--- config.mk ---
export PLATFORM = sky130hd
export DESIGN_NAME = rl_ram_1r1w_ctrl
export DESIGN_NICKNAME = d
export VERILOG_FILES = /design/src/rtl/rl_ram_1r1w_ctrl_pkg.sv /design/src/rtl/rl_ram_rr_arb2.sv /design/src/rtl/rl_ram_1r1w_ctrl.sv
export SDC_FILE = /design/constraint.sdc
export NUM_CORES = 1
export LEC_CHECK = 0
export BUFFER_PORTS_ARGS = -buffer_cell sky130_fd_sc_hd__buf_2
export CORE_MARGIN = 1.5
export CORE_UTILIZATION = 24
export CTS_BUF_LIST = sky130_fd_sc_hd__clkbuf_16
export DETAILED_ROUTE_END_ITERATION = 10
export PLACE_DENSITY_LB_ADDON = 0.08
export SYNTH_ARGS = -nofsm -noshare
export SYNTH_HDL_FRONTEND = slang
export SYNTH_HIERARCHICAL = 1
export SYNTH_SLANG_ARGS = --single-unit
--- constraint.sdc ---
create_clock -name clk_i -period 2.97 [get_ports clk_i]
set_input_delay 0.297 -clock clk_i [delete_from_list [all_inputs] [get_ports clk_i]]
set_output_delay 0.297 -clock clk_i [all_outputs]
set_load 0.01 [all_outputs]
--- src/rtl/rl_ram_1r1w_ctrl_pkg.sv ---
// rtl/rl_ram_1r1w_ctrl_pkg.sv - shared types and constants for the 1R1W RAM controller
package rl_ram_1r1w_ctrl_pkg;

  typedef enum logic {INIT, RUN} state_t;

  localparam int NREQ = 2;

endpackage

--- src/rtl/rl_ram_rr_arb2.sv ---
// rtl/rl_ram_rr_arb2.sv - 2-way round-robin arbiter; favours the requester not served last
module rl_ram_rr_arb2
  import rl_ram_1r1w_ctrl_pkg::*;
(
  input  logic [NREQ-1:0] req,
  input  logic            last_q,
  output logic [NREQ-1:0] gnt
);

  always_comb begin
    gnt = '0;
    case (req)
      2'b01:   gnt = 2'b01;
      2'b10:   gnt = 2'b10;
      2'b11:   gnt = last_q ? 2'b01 : 2'b10;
      default: gnt = '0;
    endcase
  end

endmodule

--- src/rtl/rl_ram_1r1w_ctrl.sv ---
// rtl/rl_ram_1r1w_ctrl.sv - 1R1W RAM sequencer: init sweep, write port, two round-robin readers
// Optional same-address write-to-read forwarding: RL_RAM_1R1W_CTRL_BYPASS_EN
module rl_ram_1r1w_ctrl
  import rl_ram_1r1w_ctrl_pkg::*;
#(
  parameter int               ABITS      = 10,
  parameter int               DBITS      = 32,
  parameter logic [DBITS-1:0] INIT_VALUE = '0,
  localparam int              BBITS      = (DBITS + 7) / 8
) (
  input  logic                  clk_i,
  input  logic                  rst_ni,
  output logic                  init_done_o,
  input  logic                  wvalid_i,
  output logic                  wready_o,
  input  logic [ABITS-1:0]      waddr_i,
  input  logic [DBITS-1:0]      wdata_i,
  input  logic [BBITS-1:0]      wbe_i,
  input  logic [NREQ-1:0]       rreq_i,
  input  logic [2*ABITS-1:0]    raddr_i,
  output logic [NREQ-1:0]       rgnt_o,
  output logic [NREQ-1:0]       rvalid_o,
  output logic [DBITS-1:0]      rdata_o,
  output logic [ABITS-1:0]      ram_waddr_o,
  output logic [DBITS-1:0]      ram_din_o,
  output logic                  ram_we_o,
  output logic [BBITS-1:0]      ram_be_o,
  output logic [ABITS-1:0]      ram_raddr_o,
  output logic                  ram_re_o,
  input  logic [DBITS-1:0]      ram_dout_i
);

  localparam logic [ABITS:0] LAST_ADDR = (ABITS+1)'((1 << ABITS) - 1);
  localparam logic [ABITS:0] CNT_ONE   = (ABITS+1)'(1);

  state_t          state_q, state_d;
  logic [ABITS:0]  cnt_q, cnt_d;
  logic            init_done_q;
  logic            last_q;
  logic [NREQ-1:0] rvalid_q;
  logic [NREQ-1:0] gnt;
  logic            run;

  assign run = (state_q == RUN);

  rl_ram_rr_arb2 u_arb (
    .req    (rreq_i & {NREQ{run}}),
    .last_q (last_q),
    .gnt    (gnt)
  );

  assign rgnt_o      = gnt;
  assign ram_re_o    = |gnt;
  assign ram_raddr_o = gnt[1] ? raddr_i[2*ABITS-1:ABITS] : raddr_i[ABITS-1:0];
  assign rvalid_o    = rvalid_q;
  assign init_done_o = init_done_q;

  always_comb begin
    state_d     = state_q;
    cnt_d       = cnt_q;
    wready_o    = 1'b0;
    ram_we_o    = 1'b0;
    ram_waddr_o = waddr_i;
    ram_din_o   = wdata_i;
    ram_be_o    = wbe_i;
    case (state_q)
      INIT: begin
        ram_we_o    = 1'b1;
        ram_waddr_o = cnt_q[ABITS-1:0];
        ram_din_o   = INIT_VALUE;
        ram_be_o    = '1;
        cnt_d       = cnt_q + CNT_ONE;
        if (cnt_q == LAST_ADDR) state_d = RUN;
      end
      RUN: begin
        wready_o = 1'b1;
        ram_we_o = wvalid_i;
      end
      default: state_d = INIT;
    endcase
  end

  always_ff @(posedge clk_i) begin
    if (!rst_ni) begin
      state_q     <= INIT;
      cnt_q       <= '0;
      init_done_q <= 1'b0;
      last_q      <= 1'b0;
      rvalid_q    <= '0;
    end else begin
      state_q     <= state_d;
      cnt_q       <= cnt_d;
      init_done_q <= (state_d == RUN);
      rvalid_q    <= gnt;
      if (|gnt) last_q <= gnt[1];
    end
  end

`ifdef RL_RAM_1R1W_CTRL_BYPASS_EN
  // The RAM returns pre-write data on a same-address collision; patch in the written bytes.
  logic             hit_q;
  logic [DBITS-1:0] wdata_q;
  logic [BBITS-1:0] wbe_q;
  logic             hit;

  assign hit = ram_we_o & ram_re_o & (ram_waddr_o == ram_raddr_o);

  always_ff @(posedge clk_i) begin
    if (!rst_ni) begin
      hit_q   <= 1'b0;
      wdata_q <= '0;
      wbe_q   <= '0;
    end else begin
      hit_q   <= hit;
      wdata_q <= wdata_i;
      wbe_q   <= wbe_i;
    end
  end

  always_comb begin
    rdata_o = ram_dout_i;
    for (int i = 0; i < DBITS; i++) begin
      if (hit_q && wbe_q[i/8]) rdata_o[i] = wdata_q[i];
    end
  end
`else
  assign rdata_o = ram_dout_i;
`endif

endmodule
==> impl_results.md, run 1 <==
- Final core occ: 35.4%
- Synth cell types: 30
- H-Tree Depth: 1
- CP Data Required Time: 2.67 ns
- Clock transition at the registers of the reported paths: 0.05 ns
- GR peak layer: met2
- Synthesized flop and latch total: 15
- Leakage: 0.00107 uW
- Gr ovfl total: 0
- Antenna-violating nets left: 0
- Hold Fails Final Rpt: 0
- Placer Congestion: 0.775
- Yosys warns: 6
- Final Critical Period: 2.10 ns
- Vias in the first global route: 1,312
- Adder-cell share of the synthesized area: 0.883%
- Final nets: 375
- Startpoint types: flip-flop
- Largest net degree at the start of global routing: 44
- Num CTS Buffers: 3
- GR Util met3: 3.31%
- Most frequently used flop master after synthesis: dfxtp_1
- Vias/cell: 4.21
- Setup crit end kind: output pin
- First-pass GRT wire length: 6260 um
- Post-DP Area: 1900 sq um
- Xor/xnor share of the synthesized area: 2.47%
- Port bufs: 134
- Power Dens Cells: 279 nW/um^2
- Post-CTS Setup Repair Bufs: 0
- Asr flop ratio synth: 0%
- Total negative slack: 0 ns
- Core ar.: 5610 sq um
- Crit-path max FO: 23
- Ratio of final minimum period to clock period: 70.6%
- Leading cell types in the layout, fill and taps excluded: buf_2, and2_1, mux2_2
- Die width: 79.9 um
- Synthesized area: 1420 sq um
- Mean Syn Cell Area: 8.24 sq um
- Slew Viols, Final: 0
- Post-CTS sizing: 0
- Final instance area: 1980 sq um
- Largest family of logic cells by synthesized area: simple AND/OR/NAND/NOR gates
- Via count: 1,440
- Chip Height: 79.9 um
- RSZ-0062 raised after global routing: false
- Area grow syn2layout: 40.0%
- Crit path DAT: 1.80 ns
- CTS Root Buffer Type: clkbuf_16
- Max-Cap Viols: 0
- Worst Clk Skew: 0.00433 ns
- Post-synthesis mux area share: 14.8%
- Clock tree sinks: 15
- Share of layout cells above drive strength 1: 58.9%
- Worst VDD drop: 0.207 mV
- Remaining DRCs: 0
- Post-synth EDFFs: 0
- Slew HR: 76.3%
- Crit Path Class: flip-flop to output pin
- Initial core utilization: 25.3%
- TritonCTS clock tree: built
- Commonest non-fill, non-tap cell in the layout: buf_2
- Post-Syn Instances: 172
- GR Layer Usage met1: 12.3%
- GRT Util Overall: 12.6%
- Slew @ Worst Pin: 0.355 ns
- Worst Hold Class: primary input to flip-flop
- Seq/Total Area, Yosys: 21.2%
- Setup Viol. Count Final: 0
- Hold buffer count at CTS: 0
- Final wirelength: 4150 um
- CTS Buffer Depth: 2
- Met2 Use GR: 24.5%
- Status: complete, no violations
- Iter 0 DRT Violations: 59
- Core Rows: 27
- Die Area: 6380 sq um
- Routed WL per cell: 12.1 um
- Complex-gate fraction of the synthesized area: 7.06%
- Initial antenna violation count: 0
- Syn Nets: 276
- Clock Latency Late Sink: 0.25 ns
- Antenna diodes: 0
- FMAX: 0.477 GHz
- Pre-Repair DR Iteration Count: 4
- Simple-gate share of the synthesized area: 32.3%
- Boundary Pins: 199
- DP HPWL: 3440 um
[cell usage after synthesis, types with 2 or more instances]
cell type / count / share of area (%)
nand4b_1: 2 / 1.2
o21ai_0: 3 / 1.1
dfxtp_1: 15 / 21
a21boi_0: 2 / 1.1
or4_1: 2 / 1.1
buf_4: 33 / 17
and2_1: 40 / 18
mux2_2: 16 / 13
inv_1: 3 / 0.79
clkbuf_1: 7 / 1.9
nand2b_1: 11 / 4.9
xnor2_1: 4 / 2.5
nor4_1: 2 / 0.88
nand2_1: 8 / 2.1
nor2b_1: 2 / 0.88
nand4_1: 2 / 0.88
o21a_1: 2 / 1.1
mux2i_1: 3 / 2.1
a21boi_1: 3 / 1.6
o31ai_1: 2 / 1.1
[logic make-up after synthesis]
family / Yosys count
simple gates: 74
xor+xnor: 4
mux: 19
flops: 15
fa+ha+maj: 1
compound gates: 14
buf+inv: 45
[area by class of cell]
class	instances	area [sq um]
clock buffer	3	75.1
clock inverter	1	5.00
fill	602	3620
inverter	3	11.3
multi-input combinational	112	816
sequential	15	302
tap	72	90.1
timing repair buffer	136	686
[where the power goes]
group          internal [uW]  switching (uW)  total [uW]
logic                   52.7            28.2        80.9
registers                205            5.24         210
clock network            180            83.3         263
total                    437             117         554
[registers in the layout (all words and copies together), names as in the netlist]
signal and cells:
cnt_q 11, rvalid_o 2, init_done_o 1, last_q 1
[through the flow]
stage | hold WS (ns) | power, uW | std cells | setup WS [ns]
2_1_floorplan | 0.443 | 284 | 172 | 0.259
3_3_place_gp | 0.481 | 295 | 338 | 1.14
3_5_place_dp | 0.469 | 296 | 338 | 1.11
4_1_cts | 0.426 | 562 | 342 | 0.846
5_1_grt | 0.446 | 578 | 342 | 0.705
6_report | 0.418 | 554 | 342 | 0.874
[path summary, 6_finish.rpt]
| path | cells after the start | end | slack [ns] | startpoint |
|---|---|---|---|---|
| max reg2reg | 4 | cnt_q[10] | 1.27 | init_done_o |
| max | 5 | ram_raddr_o[2] | 0.87 | init_done_o |
| min | 2 | init_done_o | 0.42 | rst_ni |
| min reg2reg | 2 | cnt_q[10] | 0.48 | cnt_q[10] |
[per-layer routing]
metal	wire (um)	share of wire [%]
met1	1450	35
met2	2290	55
met3	332	8.0
met4	70	1.7
met5	0	0
[critical path, cell delays in order (launching register included)]
cell,delay (ns)
dfxtp_2,0.51
and2_1,0.19
a21boi_1,0.15
buf_4,0.21
mux2_2,0.34
buf_2,0.14
Note: power is estimated with default switching activity, not from simulation.
==> inputs of run 2 (changes only) <==
clock period = 2.07 ns   (was 2.97 ns; I/O delays follow)
==> impl_results.md, run 2 (synthesis results as in run 1) <==
- Total negative slack: 0 ns (unchanged)
- Antenna-violating nets left: 0 (unchanged)
- Status: complete, no violations
- Worst VDD drop: 0.219 mV (+6.1%)
- CTS Buffer Depth: 2 (unchanged)
- Setup crit end kind: output pin
- Worst Clk Skew: 0.00490 ns (+0.000572 ns)
- Max reg flops: 11 (unchanged)
- Routed WL per cell: 12.1 um (-0.41%)
- Worst Path Buf+Inv: 1 (-1)
- Final Critical Period: 1.93 ns
- Gr ovfl total: 0 (unchanged)
- Initial antenna violation count: 0 (unchanged)
- Crit path DAT: 1.72 ns (-0.08 ns)
- Boundary Pins: 199 (unchanged)
- Share of layout cells above drive strength 1: 59.3% (+0.37 points)
- Slew @ Worst Pin: 0.399 ns (+0.0445 ns)
- Crit-path leading delay family: flip-flops
- Antenna diodes: 0 (unchanged)
- Leakage: 0.00107 uW (about the same)
- Max-Cap Viols: 0 (unchanged)
- Top reg by flops: cnt_q
- Startpoint types: flip-flop
- First-pass GRT wire length: 6220 um (-0.67%)
- RSZ-0062 raised after global routing: false
- Core Rows: 27 (unchanged)
- H-Tree Depth: 1 (unchanged)
- Post-CTS sizing: 0 (unchanged)
- Die Area: 6380 sq um (unchanged)
- Via count: 1,451 (+0.76%)
- Remaining DRCs: 0 (unchanged)
- Ratio of final minimum period to clock period: 93.2%
- Critical path cell sequence: and2_1 -> a21boi_4 -> mux2_2 -> buf_2
- Slew HR: 73.1% (-3.2 points)
- Vias/cell: 4.24 (+0.76%)
- CTS Root Buffer Type: clkbuf_16
- Fillers: 609 (+1.2%)
- TritonCTS clock tree: built
- Met2 Use GR: 20.8% (-3.7 points)
- GRT Util Overall: 12.5% (-0.018 points)
- Power Dens Cells: 401 nW/um^2 (+44%)
- Vias in the first global route: 1,322 (+0.76%)
- Final worst setup slack: 0.142 ns (-0.732 ns)
- Final wirelength: 4130 um (-0.41%)
- Placer Congestion: 0.708 (-8.6%)
- Slowest stage cell, crit path: dfxtp_2
- Core ar.: 5610 sq um (unchanged)
- Crit Path Class: flip-flop to output pin
- CP Data Required Time: 1.86 ns (-0.81 ns)
- Delay of the slowest cell on the worst path: 0.39 ns (-0.12 ns)
- Worst Hold Class: primary input to flip-flop
- DP HPWL: 3370 um (-2.1%)
- FMAX: 0.519 GHz
- Initial core utilization: 25.3% (unchanged)
- Setup Viol. Count Final: 0 (unchanged)
- Clock tree sinks: 15 (unchanged)
- GR peak layer: met2
- Place WS: 0.397 ns (-0.712 ns)
- Largest net degree at the start of global routing: 44 (unchanged)
- Hold Fails Final Rpt: 0 (unchanged)
- Clock transition at the registers of the reported paths: 0.05 ns (about the same)
- Chip Height: 79.9 um (unchanged)
- Pre-Repair DR Iteration Count: 3 (-1)
- Die width: 79.9 um (unchanged)
- Num CTS Buffers: 3 (unchanged)
- Post-DP Area: 1920 sq um (+0.59%)
- Post-CTS Setup Repair Bufs: 0 (unchanged)
- Crit-path max FO: 14 (-39%)
- Iter 0 DRT Violations: 27 (-54%)
- Commonest non-fill, non-tap cell in the layout: buf_2
- Final instance area: 2000 sq um (+0.57%)
- Hold buffer count at CTS: 0 (unchanged)
- Port bufs: 134 (unchanged)
- Final nets: 375 (unchanged)
- Leading cell types in the layout, fill and taps excluded: buf_2, and2_1, mux2_2
- Slew Viols, Final: 0 (unchanged)
- Area grow syn2layout: 40.8%
- GR Util met3: 4.91% (+1.6 points)
- Clock Latency Late Sink: 0.25 ns (about the same)
- GR Layer Usage met1: 14.0% (+1.7 points)
## run 2: per-layer routing
metal / wire, um / vias up
li1: - / 731
met1: 1690 / 625
met2: 1950 / 86
met3: 396 / 9
met4: 90 / 0
met5: 0 / -
## run 2: area by class of cell
cell class              count  area, sq um  area share, %
clock inverters             1         5.00          0.251
inverters                   3         11.3          0.564
repair buffers            136          686           34.4
flip-flops and latches     15          302           15.1
well taps                  72         90.1           4.51
clock buffers               3         75.1           3.76
multi-input cells         112          827           41.4
## run 2: stage by stage
| stage | util, % | cells | hold WS (ns) | total power [uW] |
|---|---|---|---|---|
| detailed placement | 34.2 | 338 | 0.414 | 425 |
| global placement | 34.2 | 338 | 0.414 | 424 |
| global route | 35.6 | 342 | 0.356 | 841 |
| CTS | 35.6 | 342 | 0.339 | 813 |
| finish | 35.6 | 342 | 0.330 | 800 |
| floorplan | - | 172 | 0.353 | 408 |
## run 2: worst paths after layout
path              depth (start not counted)              to  slack, ns   startpoint
setup / recovery                          4  ram_raddr_o[0]       0.14  init_done_o
hold / removal                            2     init_done_o       0.33       rst_ni
setup reg to reg                          4       cnt_q[10]       0.52     cnt_q[0]
hold reg to reg                           2        cnt_q[8]       0.49     cnt_q[8]
## run 2: power by group
part	switching, uW	internal [uW]
Clock	124	258
Sequential	6.91	294
Combinational	41.0	75.5
Total	172	628
